`src/rtl/serializador_tx_pkg.sv`:
```
// Constants and state encoding shared by the phy serializer and receiver lanes.
package serializador_tx_pkg;

  localparam logic [7:0] COMMA_BC  = 8'hBC;
  localparam int         N_BC_INIT = 4;

  typedef enum logic {
    ST_INIT   = 1'b0,
    ST_ACTIVE = 1'b1
  } phy_state_e;

endpackage

```
`src/rtl/serializador_tx.sv`:
```
// One-lane byte serializer: sends a comma preamble, then data bytes MSB first,
// filling every idle byte slot with a comma.
module serializador_tx
  import serializador_tx_pkg::*;
(
  input  logic       clk_32f,
  input  logic       reset,
  input  logic [7:0] data_in,
  input  logic       valid_in,
  output logic       ready_out,
  output logic       active_out,
  output logic       data_out
);

  // Handshake: a byte moves at a rising edge where valid_in && ready_out;
  // ready_out is only high for the edge that opens a new byte slot, and the
  // producer holds data_in/valid_in stable until that edge.

  phy_state_e state_q, state_d;
  logic [2:0] bit_cnt_q, bit_cnt_d;
  logic [2:0] bc_cnt_q, bc_cnt_d;
  logic [7:0] byte_q, byte_d;
  logic       data_out_q, data_out_d;

  logic       slot_start;
  logic       accept;
  logic [7:0] next_byte;

  assign slot_start = (bit_cnt_q == 3'd0);
  assign accept     = valid_in && ready_out;
  assign next_byte  = accept ? data_in : COMMA_BC;

  // FSM: state register
  always_ff @(posedge clk_32f or posedge reset) begin
    if (reset) begin
      state_q <= ST_INIT;
    end else begin
      state_q <= state_d;
    end
  end

  // FSM: next state; the 4th comma load opens the data path
  always_comb begin
    state_d = state_q;
    if (state_q == ST_INIT && slot_start && bc_cnt_q == 3'(N_BC_INIT - 1)) begin
      state_d = ST_ACTIVE;
    end
  end

  // FSM: outputs, decoded from registers only
  always_comb begin
    active_out = (state_q == ST_ACTIVE);
    ready_out  = slot_start && (state_q == ST_ACTIVE);
  end

  // Datapath next-state
  always_comb begin
    bit_cnt_d  = bit_cnt_q + 3'd1;
    bc_cnt_d   = bc_cnt_q;
    byte_d     = byte_q;
    data_out_d = byte_q[3'd7 - bit_cnt_q];
    if (slot_start) begin
      byte_d     = next_byte;
      data_out_d = next_byte[7];
      if (state_q == ST_INIT) begin
        bc_cnt_d = bc_cnt_q + 3'd1;
      end
    end
  end

  always_ff @(posedge clk_32f or posedge reset) begin
    if (reset) begin
      bit_cnt_q  <= 3'd0;
      bc_cnt_q   <= 3'd0;
      byte_q     <= 8'h00;
      data_out_q <= 1'b0;
    end else begin
      bit_cnt_q  <= bit_cnt_d;
      bc_cnt_q   <= bc_cnt_d;
      byte_q     <= byte_d;
      data_out_q <= data_out_d;
    end
  end

  assign data_out = data_out_q;

endmodule

```
`config.mk`:
```
export PLATFORM = sky130hd
export DESIGN_NAME = serializador_tx
export DESIGN_NICKNAME = d
export VERILOG_FILES = /design/src/rtl/serializador_tx_pkg.sv /design/src/rtl/serializador_tx.sv
export SDC_FILE = /design/constraint.sdc
export NUM_CORES = 1
export LEC_CHECK = 0
export CAP_MARGIN = 40
export CORE_MARGIN = 4
export CORE_UTILIZATION = 52
export CTS_CLUSTER_DIAMETER = 150
export DETAILED_ROUTE_END_ITERATION = 10
export PLACE_DENSITY = 0.8
export SYNTH_ARGS = -nofsm -noshare
export SYNTH_HDL_FRONTEND = slang
export SYNTH_SLANG_ARGS = --single-unit
```
`constraint.sdc`:
```
create_clock -name clk_32f -period 2.6 [get_ports clk_32f]
set_input_delay 0.52 -clock clk_32f [delete_from_list [all_inputs] [get_ports clk_32f]]
set_output_delay 0.52 -clock clk_32f [all_outputs]
set_load 0.02 [all_outputs]
```
==> results by group <==
Status
  • Outcome: finished, final reports clean

Detailed routing
  • TritonRoute pass-1 iters: 4
  • DR vias: 482
  • Vias per Instance: 5.60
  • Initial DRC Count: 8
  • Routed Antenna Nets: 0
  • Avg WL per Cell: 14.6 µm
  • Final WL: 1.26 mm
  • DRC Markers: 0

STA
  • Max frequency: 465 MHz
  • Endpoints failing hold: 0
  • Slew @ Worst Pin: 0.585 ns
  • Setup TNS: 0 ns
  • Final period util: 0.827
  • Slew Limit Fails: 0
  • Final setup fails: 0
  • Final worst setup slack: 0.450 ns
  • Worst slew margin: 0.610
  • Clock Skew: 0.00298 ns
  • RSZ-0062 raised after global routing: false
  • Minimum clock period: 2.15 ns

Die
  • Rows: 13
  • Core area: 1280 µm²
  • Die W: 44.9 µm
  • IO Pins: 14
  • Starting Density: 0.552
  • Die Area: 2020 µm²
  • Die H: 44.9 µm

Global route
  • Grt met1 use: 0.221
  • Vias in the first global route: 491
  • First-pass GRT wire length: 2.17 mm
  • Largest net degree at the start of global routing: 17
  • Aggregate global routing overflow: 0
  • Most crowded layer after global routing: met1
  • GR Layer Usage met2: 0.218
  • Initial antenna violation count: 0
  • GRT met3 Usage: 0.0359
  • Gr usage total: 0.156

Yosys
  • Synth Area per Inst: 13.1 µm²
  • Count of cell types in the netlist: 20
  • Post-synthesis instance total: 54
  • Seq/Total Area, Yosys: 0.564
  • Register bit count reported by yosys: 16
  • Mapped Nets: 69
  • Cell area after synthesis: 709 µm²
  • Synth Warn #: 0

Final layout
  • Post-Layout Cell Count: 86
  • Commonest non-fill, non-tap cell in the layout: dfrtp_1
  • Share of post-route cells with drive strength above 1: 0.113
  • Fill cells: 95
  • Area grow syn2layout: 26.8%
  • Commonest non-fill, non-tap cells in the layout: dfrtp_1 (16), clkdlybuf4s50_1 (12)
  • Final core occ: 0.700
  • # diodes: 0
  • Layout net count: 87

Flow run
  • Max Cap Viol: 0

Worst setup path
  • Crit Path Class: flop to output pin
  • Critical Path RT: 2.08 ns
  • Worst Setup End Kind: output pin
  • Critical Path Source Type: flop
  • Crit path arrival time: 1.63 ns
  • CP Max Fanout: 4

Clocking
  • TritonCTS clock tree: done
  • Clock Latency Late Sink: 0.28 ns
  • CTS H-tree lvls: 1
  • Post-CTS setup buffer count: 0
  • Clk buf depth: 2
  • Hold_buf cts: 0
  • Clk pin slew, worst setup/hold paths: 0.09 ns
  • Num CTS Buffers: 3
  • Clock sink total: 16
  • Root buffer selected by CTS: clkbuf_4

Placement
  • Worst Setup Slack post-DPL: 0.370 ns
  • I/O Buffers: 13
  • Dpl cells: 82
  • Hpwl dp: 947 µm
  • Routability cong.: 0.802

Pwr
  • Overall power: 0.456 mW
  • Leakage dissipation: 0.432 nW
  • Pwr dens: 507 nW/µm²
  • Max rail drop VDD: 0.378 mV

Min path
  • Hold Path Class: flop to flop
-- registers in the layout, indices dropped and copies added, names as in the netlist --
signal      flops
byte_q          8
bc_cnt_q        3
bit_cnt_q       3
active_out      1
data_out        1
-- routing by layer --
layer | vias up | share of wire
met2 | 17 | 0.43
met5 | - | 0
met3 | 4 | 0.061
met4 | 0 | 0.030
li1 | 227 | -
met1 | 234 | 0.48
-- cell usage after synthesis, drive strengths merged --
cell type	n	area (µm²)
dfrtp	16	400
ha	4	50.1
inv	4	15.0
nand2	4	15.0
o22a	4	35.0
a22o	3	26.3
mux2i	3	30.0
nor2	2	7.51
or4	2	15.0
xor2	2	17.5
a21o	1	7.51
and2	1	6.26
buf	1	5.00
mux2	1	11.3
mux4	1	26.3
nand2b	1	13.8
nand3	1	10.0
nand4	1	6.26
nor2b	1	6.26
o21ai	1	5.00
-- where the power goes --
| group | internal [mW] | switching (mW) |
|---|---|---|
| Combinational | 0.0219 | 0.0116 |
| Clock | 0.0852 | 0.0776 |
| Sequential | 0.256 | 0.00358 |
-- cell type report --
type                            instances  area, µm²  area share
Timing Repair Buffer                   14        140       0.156
Clock buffer                            4       36.3      0.0403
Sequential cell                        16        400       0.445
Multi-Input combinational cell         33        289       0.321
Tap cell                               15       18.8      0.0209
Inverter                                4       15.0      0.0167
-- final timing paths --
| path | startpoint | end | slack, ns | depth (start not counted) |
|---|---|---|---|---|
| hold / removal | bc_cnt_q[0]$_DFFE_PP0P_ | bc_cnt_q[0]$_DFFE_PP0P_ | 0.49 | 1 |
| hold reg to reg | bc_cnt_q[0]$_DFFE_PP0P_ | bc_cnt_q[0]$_DFFE_PP0P_ | 0.49 | 1 |
| max in group asynchronous | reset | data_out$_DFF_PP0_ | 1.62 | 2 |
| setup / recovery | bit_cnt_q[0]$_DFF_PP0_ | ready_out | 0.45 | 5 |
| min in group asynchronous | reset | bit_cnt_q[0]$_DFF_PP0_ | 0.60 | 2 |
| setup reg to reg | bit_cnt_q[0]$_DFF_PP0_ | bc_cnt_q[1]$_DFFE_PP0P_ | 1.00 | 5 |
-- through the flow --
stage	hold WS, ns	instance area, µm²
finish	0.490	900
CTS	0.492	897
detailed placement	0.479	861
global placement	0.465	861
global route	0.498	900
floorplan	0.434	709
-- cells by family after synthesis --
group,Yosys count,synth area share
AOI/OAI and AO/OA,9,0.104
xor gates and xnor gates,2,0.0247
adders and majority gates,4,0.0705
buffers and inverters,5,0.0282
DFF,16,0.564
muxes,5,0.0952
and+or+nand+nor,13,0.113
-- critical path: stages, from the launching register on --
cell	delay, ns
dfrtp_1	0.42
inv_1	0.10
ha_1	0.24
nor2b_1	0.20
and2_1	0.15
dlymetal6s2s_1	0.22
-- timing repair --
item | 4_1_cts | 5_1_grt
endpoints found under the setup margin | 0 | 1
resized for setup | 0 | 1
hold endpoints to repair | 0 | 0
Note: power is estimated with default switching activity, not from simulation.
